$ cat src/rtl/stack_req_arbiter.sv
// Round-robin arbiter sharing one LIFO stack between requesters A and B.
// Optional occupancy counter on the level port is enabled by defining STACK_ARB_LEVEL_EN.
module stack_req_arbiter #(
    parameter int WIDTH      = 8,
    parameter int ADDR_WIDTH = 4
) (
    input  logic                  clk,
    input  logic                  reset,
    input  logic                  a_req,
    input  logic                  a_op,
    input  logic [WIDTH-1:0]      a_wdata,
    output logic                  a_ack,
    input  logic                  b_req,
    input  logic                  b_op,
    input  logic [WIDTH-1:0]      b_wdata,
    output logic                  b_ack,
    output logic                  err,
    output logic [WIDTH-1:0]      rdata,
    output logic                  stk_push,
    output logic                  stk_pop,
    output logic [WIDTH-1:0]      stk_wdata,
    input  logic [WIDTH-1:0]      stk_top,
    input  logic                  stk_full,
    input  logic                  stk_empty
`ifdef STACK_ARB_LEVEL_EN
    ,
    output logic [ADDR_WIDTH:0]   level
`endif
);

    typedef enum logic [1:0] {
        IDLE  = 2'd0,
        ISSUE = 2'd1,
        DONE  = 2'd2
    } state_t;

    state_t           state;
    state_t           state_next;
    logic             op_q;
    logic [WIDTH-1:0] wdata_q;
    logic             id_q;
    logic             last_grant;
    logic             err_q;
    logic             grant_b;
    logic             push_ok;
    logic             pop_ok;

    // id/last_grant encoding: 0 = A, 1 = B; on a tie the side not served last wins
    always_comb begin
        state_next = state;
        grant_b    = (a_req && b_req) ? ~last_grant : b_req;
        push_ok    = (state == ISSUE) && op_q && !stk_full;
        pop_ok     = (state == ISSUE) && !op_q && !stk_empty;
        case (state)
            IDLE:    if (a_req || b_req) state_next = ISSUE;
            ISSUE:   state_next = DONE;
            DONE:    state_next = IDLE;
            default: state_next = IDLE;
        endcase
    end

    always_ff @(posedge clk or posedge reset) begin
        if (reset) begin
            state      <= IDLE;
            op_q       <= 1'b0;
            wdata_q    <= '0;
            id_q       <= 1'b0;
            last_grant <= 1'b1;
            err_q      <= 1'b0;
            rdata      <= '0;
        end else begin
            state <= state_next;
            if (state == IDLE && (a_req || b_req)) begin
                op_q       <= grant_b ? b_op : a_op;
                wdata_q    <= grant_b ? b_wdata : a_wdata;
                id_q       <= grant_b;
                last_grant <= grant_b;
            end
            if (state == ISSUE) begin
                err_q <= !(push_ok || pop_ok);
                if (pop_ok) rdata <= stk_top;
            end
        end
    end

    assign stk_push  = push_ok;
    assign stk_pop   = pop_ok;
    assign stk_wdata = wdata_q;
    assign a_ack     = (state == DONE) && !id_q;
    assign b_ack     = (state == DONE) && id_q;
    assign err       = (state == DONE) && err_q;

`ifdef STACK_ARB_LEVEL_EN
    localparam logic [ADDR_WIDTH:0] DEPTH = (ADDR_WIDTH+1)'(1) << ADDR_WIDTH;

    // Saturating occupancy tracker that follows the strobes we issue
    always_ff @(posedge clk or posedge reset) begin
        if (reset) begin
            level <= '0;
        end else if (stk_push && level != DEPTH) begin
            level <= level + 1'b1;
        end else if (stk_pop && level != '0) begin
            level <= level - 1'b1;
        end
    end
`endif

endmodule

$ cat config.mk
export PLATFORM = sky130hd
export DESIGN_NAME = stack_req_arbiter
export DESIGN_NICKNAME = d
export VERILOG_FILES = /design/src/rtl/stack_req_arbiter.sv
export SDC_FILE = /design/constraint.sdc
export NUM_CORES = 1
export LEC_CHECK = 0
export BUFFER_PORTS_ARGS = -buffer_cell sky130_fd_sc_hd__buf_4
export CAP_MARGIN = 40
export CORE_ASPECT_RATIO = 1.5
export CORE_MARGIN = 1
export CORE_UTILIZATION = 25
export CTS_CLUSTER_SIZE = 10
export DETAILED_ROUTE_END_ITERATION = 16
export SYNTH_ARGS = -nofsm -noshare
export SYNTH_HDL_FRONTEND = slang
export SYNTH_SLANG_ARGS = --single-unit
$ cat constraint.sdc
create_clock -name clk -period 2.8 [get_ports clk]
set_input_delay 0.14 -clock clk [delete_from_list [all_inputs] [get_ports clk]]
set_output_delay 0.14 -clock clk [all_outputs]
set_load 0.005 [all_outputs]
# [After elaboration in Yosys (flattened, before gate mapping)]
# Index checks and enable logic that the tools add are counted.
[word_totals] register_bits=22 output_inout_bits=21 inputBits=32
[op_classes] reduce_logical=18 n_eq_ne=3 n_bitwise=1 muxes=5
[ops] operator="logical AND 1 bit" count=9
[ops] operator="two-way mux 8 bit" count=1
[ops] operator="logical NOT 1 bit" count=5
[ops] operator="one-hot mux 2 bit (2 select lines)" count=1
[ops] operator="== test 2 x 1 -> 1 bit (second input constant)" count=1
[ops] operator="== test 2 bit (second input constant)" count=1
[ops] operator="logical NOT 2 bit" count=1
[ops] operator="logical OR 1 bit" count=2
[ops] operator="two-way mux 1 bit" count=2
[ops] operator="two-way mux 2 bit" count=1
[ops] operator="inequality test 2 bit (second input constant)" count=1
[ops] operator="AND reduction 2 bit" count=1
[ops] operator="inverter 1 bit" count=1

# [Logic depth before layout (Yosys ltp)]
# Gate-level depths: netlist (run 1).
[logic_depth] ltp_word=5 ltp_mapped=4 depth_no_buf=3

# [Least setup slack after synthesis (run 1)]
# No wires, ideal clock.
[synth_path] path_type="reg-to-reg" start="register last_grant" end="register wdata_q[7], in the netlist stk_wdata[7]" synth_period_minus_slack_ps=1450 t_arrival_ps=1325 required_time_ps=2675 path_stages_with_launch=5 path_slack_ps=1350 n_path_buf=1 cell_sequence="dfstp_2 -> a21bo_1 -> buf_6 -> mux2_4 -> mux2_2"
[synth_between] elab_chain_len=3
[synth_rtl] element="start: declaration" line="42" text="logic last_grant;"
[synth_rtl] element="start signal: assignment" line="77" text="last_grant <= grant_b;"
[synth_rtl] element="inverter 1 bit" line="51" text="grant_b = (a_req && b_req) ? ~last_grant : b_req;"
[synth_rtl] element="two-way mux 1 bit" line="51"
[synth_rtl] element="two-way mux 8 bit" line="75" text="wdata_q <= grant_b ? b_wdata : a_wdata;"
[synth_rtl] element="end signal: assignment" line="75"
[synth_rtl] element="end: declaration" line="40" text="logic [WIDTH-1:0] wdata_q;"
# No other way between the ends.
# A chain may end at the register's enable or synchronous reset.

# [Worst setup path in the final report (run 1)]
[layout_path] start="register last_grant" end="register op_q"
[layout_between] elab_chain_len=3
[layout_rtl] element="inverter 1 bit" line="51"
[layout_rtl] element="two-way mux 1 bit" line="51"
[layout_rtl] element="two-way mux 1 bit" line="74" text="op_q <= grant_b ? b_op : a_op;"
[layout_rtl] element="end signal: assignment" line="74"
[layout_rtl] element="end: declaration" line="39" text="logic op_q;"
# No other way between the ends.

==> flow_summary.ini, run 1 <==
[status]
status = complete, no violations

[timing]
fin_crit_sh = 0.616
rsz0062_at_grt = no
setup_tns_ns = 0
fin_crit_ns = 1.72
clock_skew_ns = 0.00379
setup_viol = 0
setup_slack_ns = 1.08
slew-limit-headroom = 0.465
fmax_mhz = 580
drv_slew = 0
worst_pin_slew_ns = 0.802
hold_violations = 0

[logic_synthesis]
synth_top_family_by_area = multiplexers
synthAdderAreaFrac = 0
synth_edf_count = 0
syn-num-nets = 101
synthSimpleGateAreaFrac = 0.0661
avgSynthCellArea_um2 = 14.8
netlist.top_cell.by_area = dfrtp_1
synth-seq-cells = 22
synth-compound-area-share = 0.0379
synth-xor-area-share = 0
synthTopCellsByCount = dfrtp_1, mux2_2, mux2_4
yosys.cell_count.top_type = dfrtp_1
async_flop_share = 1.00
ys.flop_type = dfrtp_1
synthTopCellsByArea = dfrtp_1, mux2_2, mux2_4
synth_cell_types = 20
synth_area_mm2 = 0.00102
synthMuxAreaShare = 0.329
netlist_instances = 69
synth_top_area_share = 0.514
yosysSeqAreaShare = 0.540
ys_warn_count = 0

[clock_network]
cts_root_buf = clkbuf_8
cts_inserted_buffers = 3
clockBufferDepth = 2
cts_resized = 0
cts_hold_buf = 0
clock_latency_ns = 0.26
cts_sinks = 22
htree_levels = 1
cts_tree = yes
clk_pin_slew_ns = 0.08
post_cts_buffers = 0

[power_and_ir_drop]
p_total_mw = 1.42
power_density_mw_per_mm2 = 939
pwr-share-seq = 0.412
pwr-share-clk = 0.155
power_frac_comb = 0.433
swShare = 0.287
ir_worst_vdd_mv = 0.373
p_leak_nw = 0.767
p_switching_mw = 0.408
p_int_mw = 1.01

[critical_path]
crit_required_ns = 2.95
cp_max_fo = 10
cp.arrival_ns = 1.87
worst_setup_path_start_kind = flip-flop
path_class = reg -> reg
end_kind = flip-flop

[routing]
wl_um = 2150
vias = 752
ant_nets = 0
dr.pass1.iters = 2
route.detailed.drc = 0
vias_per_cell = 4.45
drtIter0Drc = 10
wl_per_cell_um = 12.7

[floorplan]
io-pin-count = 53
coreArea_mm2 = 0.00392
die-area_mm2 = 0.00435
rows = 28
dieWidth_um = 54.2
initial_core_util = 0.261
die_h_um = 80.3

[placed_design]
place_congestion = 0.624
pre_cts_ws_ns = 1.05
numPortBuffers = 52
dp_hpwl_um = 1760

[finish]
fillers = 402
area_delta_synth_final_pct = 48.2
diodes = 0
drive_gt1_frac = 0.685
register_area_um2 = 552
finalNetCount = 157
final_util = 0.386
multi_input_area_um2 = 443

[global_routing]
grt_pass1_vias = 818
grt_pass1_wl_um = 3460
antenna_found_initial = 0
grt_usage = 0.108
grt_max_degree = 23
grt-ovfl-total = 0

[min_path]
min_path_type = in -> async

[flow_run]
drv_cap = 0
## placed cells by master (no fill, tap or decap)
cell / n
nand2_1: 1
nor2_1: 1
nor3_4: 1
a21oi_1: 1
and3b_1: 2
mux2_4: 9
buf_4: 53
dfstp_2: 1
inv_1: 3
clkbuf_8: 4
nor3_1: 1
mux2i_1: 1
a21o_1: 1
nand2b_1: 1
mux2_2: 17
o21ai_0: 1
nor3b_1: 2
o21ai_1: 1
a31oi_1: 1
dfrtp_1: 21
a21bo_1: 1
## through the flow
step	cell area [um2]	hold WS [ns]	instances
after floorplan	1020	0.128	69
after global placement	1450	0.317	164
after detailed placement	1460	0.325	165
after CTS	1520	0.0494	169
after global routing	1520	0.0696	169
final	1520	0.0350	169
## worst paths after layout
| kind | startpoint | to | slack (ns) | cells past startpoint |
|---|---|---|---|---|
| max | last_grant$_DFFE_PP1P_ | op_q$_DFFE_PP0P_ | 1.08 | 3 |
| min | reset | rdata[7]$_DFFE_PP0P_ | 0.03 | 2 |
| max reg2reg | last_grant$_DFFE_PP1P_ | op_q$_DFFE_PP0P_ | 1.08 | 3 |
| min reg2reg | err_q$_DFFE_PP0N_ | err_q$_DFFE_PP0N_ | 0.48 | 2 |
| max in group asynchronous | reset | stk_wdata[2]$_DFFE_PP0P_ | 2.27 | 2 |
| min in group clk | a_req | last_grant$_DFFE_PP1P_ | 0.06 | 2 |
## final cells by class
class | count | share of cell area
sequential | 22 | 0.364
multi-input combinational | 42 | 0.292
timing repair buffer | 53 | 0.263
tap | 45 | 0.0372
clock buffer | 4 | 0.0363
inverter | 3 | 0.00743
## state kept, by name, summed over array words and instances, names as in the netlist
name and flops:
stk_wdata 8, rdata 8, state 2, err_q 1, op_q 1, id_q 1, last_grant 1
## per-layer routing
metal	GRT usage	vias to the layer above	part of all wire
met5	0	-	0
met4	0.0385	0	0.013
met3	0.0265	6	0.069
met2	0.209	36	0.57
met1	0.103	357	0.35
li1	-	353	-
## worst max-delay path, cell delays in order, from the launching register on
cell     delay [ns]
dfstp_2        0.54
a21bo_1        0.46
mux2_4         0.34
mux2_2         0.26
## power groups by stage
stage / clock network, mW / registers (mW) / logic, mW
2_1_floorplan: 0 / 0.590 / 0.323
3_3_place_gp: 0 / 0.589 / 0.601
3_5_place_dp: 0 / 0.598 / 0.632
4_1_cts: 0.232 / 0.592 / 0.631
5_1_grt: 0.243 / 0.618 / 0.688
6_report: 0.220 / 0.587 / 0.616
## cell families after synthesis
group | after synthesis
mux | 27
buf+inv | 5
simple gates | 9
compound gates | 6
flops | 22
Note: power is estimated with default switching activity, not from simulation.
==> run 2, diff against run 1 <==
Clock period 2.8 ns to 1.6 ns, I/O delays scaled along.
==> run 2 against run 1 <==
Effect of this change: global-route usage shrank 0.16 points; utilization grew 2.2 points; wire length grew 1.7%; non-clock buffer count grew 7; largest cell class unchanged.
==> flow_summary.ini, run 2 (synthesis gave the netlist of run 1 again) <==
[status]
status = complete, no violations

[floorplan]
die_h_um = 80.3
rows = 28
die-area_mm2 = 0.00435
io-pin-count = 53
initial_core_util = 0.261
dieWidth_um = 54.2
coreArea_mm2 = 0.00392

[critical_path]
cp_top_family = buffers and inverters
cp_max_fo = 3
cp_common_cell = buf_4
worst_setup_path_start_kind = input pin
crit_required_ns = 1.74
crit_path_start = a_req
end_kind = flip-flop
path_class = in -> reg
timing.rr.start = last_grant$_DFFE_PP1P_
crit_chain = dlygate4sd3_1, buf_4, a21bo_1, buf_4, mux2_4, mux2_2
crit_buf_inv = 3
cp.arrival_ns = 1.69
slowest_delay_ns = 0.55
crit_slowest_cell = dlygate4sd3_1

[routing]
drtIter0Drc = 7
wl_per_cell_um = 12.4
dr.pass1.iters = 2
ant_nets = 0
route.detailed.drc = 0
vias = 776
wl_um = 2180
vias_per_cell = 4.41

[clock_network]
clock_latency_ns = 0.26
cts_tree = yes
cts_inserted_buffers = 3
htree_levels = 1
cts_sinks = 22
clk_pin_slew_ns = 0.08
clockBufferDepth = 2
cts_root_buf = clkbuf_8

[power_and_ir_drop]
power_density_mw_per_mm2 = 1680
pwr-share-clk = 0.188
p_int_mw = 1.95
power_frac_comb = 0.430
ir_worst_vdd_mv = 0.747
p_leak_nw = 0.811
pwr-share-seq = 0.383
p_switching_mw = 0.748
swShare = 0.277

[min_path]
min_from = stk_top[5]
min_path_type = in -> reg

[finish]
final_cell_mix = buf_4, dfrtp_1, mux2_2
final_util = 0.408
finalNetCount = 164
fillers = 388
final_common_cell = buf_4
drive_gt1_frac = 0.687
area_delta_synth_final_pct = 56.7
diodes = 0

[global_routing]
grt-ovfl-total = 0
grt_usage = 0.107
grt_max_degree = 23
antenna_found_initial = 0
grt_pass1_wl_um = 3390
grt_pass1_vias = 847

[timing]
hold_violations = 0
fin_crit_sh = 0.963
rsz0062_at_grt = no
drv_slew = 0
fin_crit_ns = 1.54
setup_viol = 0
setup_tns_ns = 0
fmax_mhz = 649
clock_skew_ns = 0.00582
slew-limit-headroom = 0.723
worst_pin_slew_ns = 0.414

[placed_design]
dp_hpwl_um = 1750
numPortBuffers = 52
place_congestion = 0.615

[flow_run]
drv_cap = 0
run 2: changes by cell type in the layout (fill, tap and decap cells not counted), sizes merged:
cell / change
buf: +5
bufinv: +1
clkbuf: -1
dlygate4sd3: +2
run 2: final timing paths:
kind                                                 end  slack, ns  cells past startpoint
worst max-delay path            stk_wdata[4]$_DFFE_PP0P_       0.06                      6
worst min-delay path                rdata[5]$_DFFE_PP0P_       0.05                      2
worst max register to register  stk_wdata[4]$_DFFE_PP0P_       0.07                      4
worst min register to register         err_q$_DFFE_PP0N_       0.51                      2
max in group asynchronous         last_grant$_DFFE_PP1P_       0.90                      4
min in group asynchronous           state[0]$_DFFE_PP0P_       0.42                      4
run 2: metrics by stage:
step	worst slack, ns	total power [mW]	cell area (um2)	instances	hold slack, ns
4_1_cts	0.0548	2.75	1600	176	0.0454
5_1_grt	0.00529	2.91	1600	176	0.0407
3_5_place_dp	0.0659	2.22	1510	170	0.145
6_report	0.0586	2.70	1600	176	0.0501
3_3_place_gp	0.0984	2.16	1510	170	0.140
2_1_floorplan	0.150	1.60	1020	69	0.0685
run 2: layout make-up:
| class | instances | area [um2] | area share |
|---|---|---|---|
| inverters | 3 | 11.3 | 0.00703 |
| clock buffers | 3 | 41.3 | 0.0258 |
| multi-input cells | 42 | 443 | 0.277 |
| repair buffers | 60 | 468 | 0.292 |
| clock inverters | 1 | 30.0 | 0.0187 |
| well taps | 45 | 56.3 | 0.0352 |
| flip-flops and latches | 22 | 552 | 0.345 |
run 2: layer usage:
layer,global-route usage,part of all wire
met5,0,0
met4,0.0385,0.0078
met3,0.0303,0.079
met2,0.215,0.57
met1,0.0902,0.35
run 2: worst register-to-register path: cells and delay by family, from the launching register on:
| kind | cells | cell delay (ns) |
|---|---|---|
| AO/OA/AOI/OAI | 1 | 0.16 |
| buffers and inverters | 1 | 0.16 |
| flip-flops | 1 | 0.54 |
| multiplexers | 2 | 0.55 |
run 2: power groups by stage:
stage          sequential (mW)  combinational (mW)  clock, mW
6_report                  1.03                1.16      0.506
5_1_grt                   1.08                1.28      0.547
4_1_cts                   1.04                1.18      0.527
3_5_place_dp              1.05                1.17          0
3_3_place_gp              1.02                1.14          0
2_1_floorplan             1.03               0.566          0
run 2: what timing repair did:
action | in CTS | in global routing
buffers inserted | 0 | 0
hold buffers | 2 | 0
resized for setup | 0 | 0
hold endpoints to repair | 22 | 0
==> run 3, diff against run 2 <==
Settings changed: ABC_AREA set to 1.
==> run 3 against run 2 <==
Effect of this change: sequential cell count did not move; clock power shrank 30%; combinational power about the same; cell count grew 39%; first-iteration DRC count grew 57%; sequential power fell by 4%; utilization shrank 2.8 points; critical path depth is 2 lower; clock skew is 0.0038 ns lower; largest cell class unchanged; highest routed layer unchanged.
==> flow_summary.ini, run 3 <==
[clock_network]
clockBufferDepth = 2
clock_latency_ns = 0.26
cts_sinks = 22
cts_resized = 0
htree_levels = 1
cts_root_buf = clkbuf_8
clk_pin_slew_ns = 0.08
cts_inserted_buffers = 3
cts_tree = yes

[power_and_ir_drop]
ir_worst_vdd_mv = 0.741
p_leak_nw = 0.956
power_density_mw_per_mm2 = 1540

[floorplan]
die-area_mm2 = 0.00472
dieWidth_um = 56.4
coreArea_mm2 = 0.00425
initial_core_util = 0.262
io-pin-count = 53
die_h_um = 83.6
rows = 29

[timing]
setup_tns_ns = 0
rsz0062_at_grt = no
slew-limit-headroom = 0.811
hold_ws_ns = 0.00957
setup_viol = 0
fmax_mhz = 762
fin_crit_ns = 1.31
hold_violations = 0
clock_skew_ns = 0.00205
worst_pin_slew_ns = 0.283
fin_crit_sh = 0.820
drv_slew = 0

[global_routing]
grt_pass1_wl_um = 4270
grt-ovfl-total = 0
antenna_found_initial = 0
grt_max_degree = 23
grt_usage = 0.118
grt_pass1_vias = 942

[critical_path]
crit_slowest_cell = dfrtp_1
cp.arrival_ns = 1.23
crit_chain = nor2_1, nand2_4, clkinv_2, buf_4
cp_max_fo = 10
path_class = reg -> out
crit_required_ns = 1.52
slowest_delay_ns = 0.40
cp_top_family = flip-flops
end_kind = output port
crit_path_start = op_q$_DFFE_PP0P_
crit_buf_inv = 2
timing.rr.start = state[1]$_DFFE_PP0P_
worst_setup_path_start_kind = flip-flop

[placed_design]
numPortBuffers = 52
place_congestion = 0.752
dp_hpwl_um = 2060
placed_cell_area_mm2 = 0.00156

[min_path]
min_from = stk_top[2]
min_path_type = in -> reg

[logic_synthesis]
synth_area_mm2 = 0.00111
synth_top_area_share = 0.473
synthTopCellsByCount = nand2_1, inv_1, dfrtp_1
yosys.cell_count.top_type = nand2_1
netlist_instances = 142
syn-num-nets = 174
synth-seq-cells = 22
netlist.top_cell.by_area = dfrtp_1
synth_edf_count = 0
synth_cell_types = 16
async_flop_share = 1.00
synthTopCellsByArea = dfrtp_1, nand2_1, nand3_2
avgSynthCellArea_um2 = 7.82
yosysSeqAreaShare = 0.497
ys.flop_type = dfrtp_1
ys_warn_count = 0

[routing]
vias_per_cell = 4.22
vias = 1035
wl_um = 2680
dr.pass1.iters = 4
drtIter0Drc = 11
wl_per_cell_um = 10.9
route.detailed.drc = 0
ant_nets = 0

[status]
status = complete, no violations

[finish]
final_util = 0.380
final_area_mm2 = 0.00162
area_delta_synth_final_pct = 45.4
diodes = 0
final_common_cell = nand2_1
finalNetCount = 232
final_cell_mix = nand2_1, buf_4, inv_1
drive_gt1_frac = 0.382

[flow_run]
drv_cap = 0
==> run 3: final cells by class <==
cell class,count,area [um2]
timing repair buffer,56,423
sequential,22,552
multi-input combinational,90,435
fill,420,2630
tap,46,57.6
inverter,27,103
clock buffer,4,45.0
==> run 3: worst register-to-register path, cell delays in order, from the launching register on <==
cell and delay, ns:
dfrtp_1 0.43, inv_2 0.08, nand2_2 0.06, nor2_4 0.18, buf_4 0.21, nand3_2 0.08
nand2_1 0.06
==> run 3: power breakdown <==
group | internal (mW) | switching (mW) | total (mW)
clock | 0.177 | 0.176 | 0.354
sequential | 0.834 | 0.154 | 0.988
combinational | 0.559 | 0.580 | 1.14
total | 1.57 | 0.910 | 2.48
==> run 3: worst paths after layout <==
path                                            endpoint  slack [ns]  cells past startpoint
worst max-delay path                             stk_pop        0.29                      4
worst min-delay path                rdata[2]$_DFFE_PP0P_        0.01                      3
worst max register to register  stk_wdata[5]$_DFFE_PP0P_        0.44                      6
worst min register to register    last_grant$_DFFE_PP1P_        0.48                      2
max in group asynchronous         last_grant$_DFFE_PP1P_        0.92                      4
min in group asynchronous           rdata[3]$_DFFE_PP0P_        0.41                      4
==> run 3: cell families after synthesis <==
group,share of synthesized area
AND/OR/NAND/NOR,0.387
buffers and inverters,0.111
flip-flops,0.497
AO/OA/AOI/OAI,0.00450
==> run 3: timing repair <==
item                                   CTS  global route
endpoints found under the hold margin   21             0
hold buffers                             1             0
buffers inserted                         0             0
==> run 3: through the flow <==
| stage | worst slack [ns] | power [mW] | std cells |
|---|---|---|---|
| finish | 0.288 | 2.48 | 245 |
| global route | 0.191 | 2.69 | 245 |
| CTS | 0.265 | 2.53 | 245 |
| detailed placement | 0.442 | 2.16 | 240 |
| global placement | 0.471 | 2.13 | 240 |
| floorplan | 0.577 | 1.61 | 142 |
==> run 3: layer usage <==
layer / part of all wire / vias to the layer above / track usage
met2: 0.57 / 22 / 0.209
met4: 0.023 / 0 / 0.0665
met1: 0.39 / 477 / 0.133
met5: 0 / - / 0
met3: 0.021 / 4 / 0.0140
li1: - / 532 / -
